File: src/rtl/pool2d_stream.sv
// Streaming multi-channel 2-D max/average pooling over raster-order pixels.
// Keeps one row of per-window partial results per lane.
module pool2d_stream #(
    parameter int DATA_W       = 8,
    parameter int CHANNELS     = 4,
    parameter int IMAGE_HEIGHT = 24,
    parameter int IMAGE_WIDTH  = 24,
    parameter int POOL_H       = 2,
    parameter int POOL_W       = 2
) (
    input  logic                         clock,
    input  logic                         reset_n,
    input  logic                         pool_mode,
    input  logic                         in_valid,
    output logic                         in_ready,
    input  logic [CHANNELS*DATA_W-1:0]   in_data,
    output logic                         out_valid,
    input  logic                         out_ready,
    output logic [CHANNELS*DATA_W-1:0]   out_data,
    output logic                         out_last
);

    localparam int OUT_H = IMAGE_HEIGHT / POOL_H;
    localparam int OUT_W = IMAGE_WIDTH / POOL_W;
    localparam int NWIN  = POOL_H * POOL_W;
    localparam int SH    = $clog2(NWIN);
    localparam int ACC_W = DATA_W + SH;
    localparam int CW    = (IMAGE_WIDTH > 1) ? $clog2(IMAGE_WIDTH) : 1;
    localparam int RW    = (IMAGE_HEIGHT > 1) ? $clog2(IMAGE_HEIGHT) : 1;
    localparam int PCW   = (POOL_W > 1) ? $clog2(POOL_W) : 1;
    localparam int PRW   = (POOL_H > 1) ? $clog2(POOL_H) : 1;
    localparam int WCW   = $clog2(OUT_W + 1);
    localparam int WRW   = $clog2(OUT_H + 1);
    localparam int WI    = (OUT_W > 1) ? $clog2(OUT_W) : 1;

    typedef enum logic {IDLE, RUN} state_t;

    state_t                  state_q, state_d;
    logic                    mode_q, mode_d;
    logic [CW-1:0]           col_q, col_d;
    logic [RW-1:0]           row_q, row_d;
    logic [PCW-1:0]          pc_q, pc_d;
    logic [PRW-1:0]          pr_q, pr_d;
    logic [WCW-1:0]          wc_q, wc_d;
    logic [WRW-1:0]          wr_q, wr_d;
    logic                    out_valid_q;
    logic                    out_last_q;
    logic [CHANNELS*DATA_W-1:0] out_data_q;

    logic signed [ACC_W-1:0] acc_q [OUT_W][CHANNELS];
    logic signed [ACC_W-1:0] px [CHANNELS];
    logic signed [ACC_W-1:0] en [CHANNELS];
    logic signed [ACC_W-1:0] merged [CHANNELS];
    logic [CHANNELS*DATA_W-1:0] res;

    logic           accept, first, in_win, done;
    logic           last_col, last_row, win_last, cur_mode;
    logic           pc_end, pr_end;
    logic [WI-1:0]  wi;

    assign in_ready  = !out_valid_q || out_ready;
    assign out_valid = out_valid_q;
    assign out_data  = out_data_q;
    assign out_last  = out_last_q;

    always_comb begin
        accept   = in_valid && in_ready;
        last_col = col_q == CW'(IMAGE_WIDTH - 1);
        last_row = row_q == RW'(IMAGE_HEIGHT - 1);
        pc_end   = pc_q == PCW'(POOL_W - 1);
        pr_end   = pr_q == PRW'(POOL_H - 1);
        in_win   = (wc_q < WCW'(OUT_W)) && (wr_q < WRW'(OUT_H));
        first    = (pc_q == '0) && (pr_q == '0);
        done     = accept && in_win && pc_end && pr_end;
        win_last = (wc_q == WCW'(OUT_W - 1)) && (wr_q == WRW'(OUT_H - 1));
        // The first pixel of a frame uses the live mode, later ones the latched copy.
        cur_mode = (state_q == IDLE) ? pool_mode : mode_q;
        wi       = WI'(wc_q);
        res      = '0;
        for (int c = 0; c < CHANNELS; c++) begin
            px[c] = ACC_W'(signed'(in_data[c*DATA_W +: DATA_W]));
            en[c] = acc_q[wi][c];
            if (first)
                merged[c] = px[c];
            else if (cur_mode)
                merged[c] = en[c] + px[c];
            else
                merged[c] = (px[c] > en[c]) ? px[c] : en[c];
            res[c*DATA_W +: DATA_W] = cur_mode ? DATA_W'(merged[c] >>> SH)
                                               : DATA_W'(merged[c]);
        end
    end

    always_comb begin
        state_d = state_q;
        mode_d  = mode_q;
        col_d   = col_q;
        row_d   = row_q;
        pc_d    = pc_q;
        pr_d    = pr_q;
        wc_d    = wc_q;
        wr_d    = wr_q;
        if (accept) begin
            if (state_q == IDLE) begin
                state_d = RUN;
                mode_d  = pool_mode;
            end
            col_d = last_col ? '0 : col_q + 1'b1;
            pc_d  = (last_col || pc_end) ? '0 : pc_q + 1'b1;
            wc_d  = last_col ? '0 : (pc_end ? wc_q + 1'b1 : wc_q);
            if (last_col) begin
                row_d = last_row ? '0 : row_q + 1'b1;
                pr_d  = (last_row || pr_end) ? '0 : pr_q + 1'b1;
                wr_d  = last_row ? '0 : (pr_end ? wr_q + 1'b1 : wr_q);
                if (last_row)
                    state_d = IDLE;
            end
        end
    end

    always_ff @(posedge clock or negedge reset_n) begin
        if (!reset_n) begin
            state_q     <= IDLE;
            mode_q      <= 1'b0;
            col_q       <= '0;
            row_q       <= '0;
            pc_q        <= '0;
            pr_q        <= '0;
            wc_q        <= '0;
            wr_q        <= '0;
            out_valid_q <= 1'b0;
            out_last_q  <= 1'b0;
            out_data_q  <= '0;
            for (int w = 0; w < OUT_W; w++)
                for (int c = 0; c < CHANNELS; c++)
                    acc_q[w][c] <= '0;
        end else begin
            state_q <= state_d;
            mode_q  <= mode_d;
            col_q   <= col_d;
            row_q   <= row_d;
            pc_q    <= pc_d;
            pr_q    <= pr_d;
            wc_q    <= wc_d;
            wr_q    <= wr_d;
            if (accept && in_win)
                for (int c = 0; c < CHANNELS; c++)
                    acc_q[wi][c] <= merged[c];
            // A completing window always wins over draining the old result.
            if (done) begin
                out_valid_q <= 1'b1;
                out_data_q  <= res;
                out_last_q  <= win_last;
            end else if (out_valid_q && out_ready) begin
                out_valid_q <= 1'b0;
                out_last_q  <= 1'b0;
            end
        end
    end

endmodule

File: config.mk
export PLATFORM = sky130hd
export DESIGN_NAME = pool2d_stream
export DESIGN_NICKNAME = d
export VERILOG_FILES = /design/src/rtl/pool2d_stream.sv
export SDC_FILE = /design/constraint.sdc
export NUM_CORES = 1
export LEC_CHECK = 0
export CORE_MARGIN = 2
export CORE_UTILIZATION = 30
export DETAILED_ROUTE_END_ITERATION = 10
export GPL_TIMING_DRIVEN = 0
export PLACE_DENSITY_LB_ADDON = 0.3
export SYNTH_ARGS = -nofsm -noshare
export SYNTH_HDL_FRONTEND = slang
export SYNTH_SLANG_ARGS = --single-unit
File: constraint.sdc
create_clock -name clock -period 5.65 [get_ports clock]
set_clock_uncertainty 0.1 [all_clocks]
set_input_delay 0.8475 -clock clock [delete_from_list [all_inputs] [get_ports clock]]
set_output_delay 0.8475 -clock clock [all_outputs]
set_load 0.005 [all_outputs]
* Yosys cells after proc, flatten, opt, wreduce, memory -nomap -nowiden
Index checks and enable logic that the tools add are counted.
Word-level totals: bits in registers 536, latch bits 0, memory bits (writable) 0, bits in read-only memories 0, input port bits 37, output and inout bits 35, memories 0
Cells by class: $add $sub $neg 10, multiply operators 0, divide/modulo/power cells 0, order comparisons 8, eq/ne operators 4, shift operators 0, multiplexer cells 45, bitwise operators 3, reduce and logical (&&, ||, !) cells 19
Operators by type and width (number):
- bitwise mux 480 bit | 4
- demux 40 bit (select 4 bit) | 4
- binary-select mux 40 bit (select 4 bit) | 1
- two-way mux 10 bit | 13
- two-way mux 40 bit | 3
- adder 10 x 8 -> 10 bit | 4
- > comparator 8 x 10 -> 1 bit | 4
- two-way mux 8 bit | 4
- two-way mux 30 bit | 1
- two-way mux 20 bit | 1
- two-way mux 4 bit | 4
- adder 5 x 1 -> 5 bit, second input constant | 2
- == test 5 bit, second input constant | 2
- two-way mux 5 bit | 2
- logical AND 1 bit | 9
- adder 4 x 1 -> 4 bit, second input constant | 2
- == test 4 bit, second input constant | 2
- < comparator 4 bit, second input constant | 2
- two-way mux 1 bit | 8
- nonzero test 2 bit | 3
- >= comparator 5 bit, second input constant | 1
- < comparator 5 x 1 -> 1 bit, second input constant | 1
- NOT 4 -> 5 bit | 1
- AND reduction 2 bit | 2
- other kinds (5) | 9

* Longest topological paths before layout
word-level depth 12, depth in mapped cells 18

* Worst setup path after synthesis
No wires, ideal clock.
kind reg-to-reg, start reg wc_q[0], end reg acc_q[137] (netlist bit), library setup time 0.125 ns, data arrival time 3.938 ns, data required time 5.425 ns, path slack 1.487 ns, cell stages (with the launch flop) 19, period minus slack after synthesis 4.163 ns, cells stage by stage dfrtp_1 buf_6 buf_6 buf_6 buf_4 mux4_2 a22oi_1 nand2_1 inv_1 ha_1 clkbuf_2 nand2_1 or3_4 o221a_4 o31ai_4 a32o_2 o21ba_4 buf_6 mux2_4
On the way: word-level cells in the longest chain between the ends 12, elaborated cells between the ends (all ways) 39, those cells by class add/sub (4); order compare (7); mux (24); bitwise (1); reduce/logical (3)
Ends and longest elaborated chain:
- from (decl) | RTL line 44 | logic [WCW-1:0] wc_q, wc_d;
- from (signal assigned) | RTL line 144 | wc_q <= wc_d;
- NOT 4 -> 5 bit (not written as such) | RTL line 82, 148
- binary-select mux 40 bit (select 4 bit) | RTL line 82 | en[c] = acc_q[wi][c];
- two-way mux 40 bit (not written as such) (2 in a row) | RTL line 82
- > comparator 8 x 10 -> 1 bit | RTL line 88 | merged[c] = (px[c] > en[c]) ? px[c] : en[c];
- two-way mux 10 bit | RTL line 88
- two-way mux 10 bit | RTL line 85 | else if (cur_mode)
- two-way mux 10 bit | RTL line 83 | if (first)
- bitwise mux 480 bit (4 in a row) | RTL line 148 | acc_q[wi][c] <= merged[c];
- to (signal, indexed assignment) | RTL line 148
- to (decl) | RTL line 50 | logic signed [ACC_W-1:0] acc_q [OUT_W][CHANNELS];
Several ways; a longest one is shown, not always the timed one. The select of a mux whose other input is x is not followed. A chain may end at the register's enable or synchronous reset.

* Final worst setup path
start reg wc_q[1], end reg acc_q[88] (netlist bit)
Same word-level chain as after synthesis.

==> flow_summary.toml <==
[status]
status = "completed"

[setup_path]
r2r-start = "wc_q[1]"
cp_cell_sequence = "buf_2, buf_2, buf_4, buf_4, mux4_2, nand2_1, o21ai_0, ha_1, fa_1, nor2b_1, o21ai_0, nand4b_1, and3_1, o21a_1, o21ai_0, buf_2, a21oi_1"
slowest_stage = "o21ai_0"
rr_worst_depth = 17
crit_end = "acc_q[88]"
crit_start = "wc_q[1]"
critPathMaxFanout = 10
reg2reg_slack_ns = 0.07
critPathMaxStageDelay_ns = 0.59
startpoint_type = "register"
critical_path_arrival_ns = 5.96
critPathCaptureType = "register"
path_class = "reg2reg"
crit_required_ns = 6.04
worstReg2RegEnd = "acc_q[88]"

[yosys]
synth_area_per_cell_um2 = 10.9
yosysTopAreaCell = "dfrtp_1"
synth_top_area_frac = 0.485
synth_common_cells = "536 x dfrtp_1, 308 x nand2_1, 240 x nor2_1, 212 x o21ai_0, 182 x a21oi_1"
synthCells = 2539
synth_seq_cells = 536
synthDistinctLibCells = 92
async_flop_share = 1.00
yosysSeqAreaShare = 0.485
synthTopCellsByArea = "dfrtp_1 48%, mux4_2 9.4%, mux2_2 6.1%"
synth_ff_type = "dfrtp_1"
syn_nets = 2663
syn-cell-area_um2 = 27700
yosys_warnings = 0
synth_edf_count = 0
yosysMostFrequentCell = "dfrtp_1"

[die]
die_w_um = 308
fp.coreArea_um2 = 91500
die_y_um = 308
die-area_um2 = 94600
rows = 111
start_util = 0.302
io_pins = 72

[clock_tree]
cts_tree = "built"
cts.htree.levels = 2
cts.clk_slew.worst_paths_ns = 0.06
numCtsBuffers = 57
clk_path_buf_depth = 3
root_buffer = "clkbuf_16"
cts_sinks = 536
insertion_delay_ns = 0.63
post_cts_buffers = 0

[route]
wl_per_cell_um = 24.5
vias = 21017
drt-total-wl_um = 95500
drc = 0
drtIter0Drc = 2044
drt_pass1_iterations = 6
viasPerCell = 5.38
final_antenna_net_count = 0

[place]
place_area_um2 = 30000
place_ws_ns = -0.835
hpwl_um = 68100
place_congestion = 0.912
portBuffers = 71
dp.cells = 3801

[final_layout]
multi_input_area_um2 = 13000
fin_nets = 2798
stdcell_area_um2 = 32100
num-fill-cells = 9158
syn_to_final_growth_pct = 16.0
final_util = 0.351
drive_gt1_frac = 0.198
seq_area_um2 = 13400
final_cells = 3903

[timing]
setup_violations = 0
worst_slew_pin_slew_ns = 1.15
fmax_ghz = 0.179
slew_viol_final = 0
setup_tns_ns = 0
max_slew_margin = 0.224
finalHoldViolations = 0
hold_slack_ns = 0.0859
timing.final.ws_setup_ns = 0.0737
rsz0062_at_grt = "no"
min_period_ns = 5.58
fin_crit_sh = 0.987

[power_and_ir_drop]
power_mw = 22.5
peakVddDrop_mv = 0.259
p_leak_nw = 13.8
power_density_nw_per_um2 = 700

[global_route]
grt_pass1_wl_um = 141000
grt_pass1_vias = 20479
antenna_found_initial = 2
grt_max_degree = 116
grt_use_total = 0.201
grt_overflow_total = 0

[worst_hold_path]
hold_class = "in2async"

[job]
maxCapViolations = 0
-- state kept, by name, summed over array words and instances, names as in the netlist --
signal     cells
acc_q        480
out_data      32
col_q          5
row_q          5
wc_q           4
wr_q           4
mode_q         1
out_last       1
out_valid      1
pc_end         1
pr_end         1
state_q        1
-- critical path, delay by kind of cell, from the launching register on --
family	cells	cell delay (ns)
compound gates	5	1.40
buf+inv	5	1.68
fa+ha+maj	2	0.76
simple gates	4	0.66
flops	1	0.39
mux	1	0.41
-- placed cells by master, fill, tap and decap left out, types with 8 or more instances in the layout --
master / instances
a21o_1: 9
a21oi_1: 179
a21oi_2: 8
a221o_1: 10
a22o_1: 10
a22oi_1: 11
a31oi_1: 21
and2_1: 11
and3_1: 16
buf_2: 59
buf_4: 19
buf_6: 14
clkbuf_1: 108
clkbuf_16: 57
clkbuf_8: 17
clkdlybuf4s50_1: 70
clkinv_2: 8
dfrtp_1: 536
ha_1: 83
inv_1: 69
mux2_2: 151
mux2_4: 10
mux2i_1: 40
mux4_2: 116
nand2_1: 308
nand2b_1: 11
nand3_1: 11
nand4_1: 15
nor2_1: 240
nor2b_1: 14
nor3_1: 22
o21ai_0: 204
o21ai_1: 26
o21bai_1: 9
o221ai_1: 11
o31ai_1: 8
xnor2_1: 15
xor2_1: 12
-- cell families (layout without fill, tap and decap cells) --
| group | after synthesis | in the layout | share of synthesized area |
|---|---|---|---|
| compound gates | 604 | 604 | 0.135 |
| xor+xnor | 27 | 27 | 0.00855 |
| fa+ha+maj | 87 | 87 | 0.0404 |
| buf+inv | 281 | 457 | 0.0487 |
| flops | 536 | 536 | 0.485 |
| mux | 318 | 318 | 0.177 |
| other cells | 0 | 2 | 0 |
| simple gates | 686 | 686 | 0.106 |
-- how the worst min path moves through the flow --
stage                       endpoint  slack, ns  cells after the start
after floorplan           acc_q[211]       0.34                      2
after global placement    acc_q[172]       0.36                      2
after detailed placement   acc_q[11]       0.36                      2
after CTS                 acc_q[370]       0.11                      1
after global routing      acc_q[410]       0.13                      1
final                     acc_q[410]       0.09                      1
-- power breakdown --
group | switching (mW) | internal [mW] | leakage (nW) | total (mW)
Sequential | 0.851 | 5.50 | 6.71 | 6.35
Clock | 1.63 | 2.25 | 0.931 | 3.87
Combinational | 7.54 | 4.71 | 6.21 | 12.2
-- final cells by class --
| type | instances | share of cell area |
|---|---|---|
| tap | 1186 | 0.0463 |
| buffer | 211 | 0.0350 |
| clock buffer | 79 | 0.0511 |
| clock inverter | 21 | 0.00800 |
| multi-input combinational | 1722 | 0.407 |
| timing repair buffer | 76 | 0.0266 |
| antenna | 2 | 0.000156 |
| inverter | 70 | 0.00819 |
| sequential | 536 | 0.418 |
-- per-layer routing --
metal  up-vias  part of all wire  GRT usage
met5         -                 0          0
met2       687              0.46      0.318
met4         0             0.027     0.0538
met1     10896              0.45      0.286
met3       128             0.061     0.0285
li1       9306                 -          -
-- what timing repair did --
action,CTS,global route
resized for setup,26,28
pin swaps,0,1
hold buffers,0,0
endpoints found under the setup margin,480,282
Note: power is estimated with default switching activity, not from simulation.
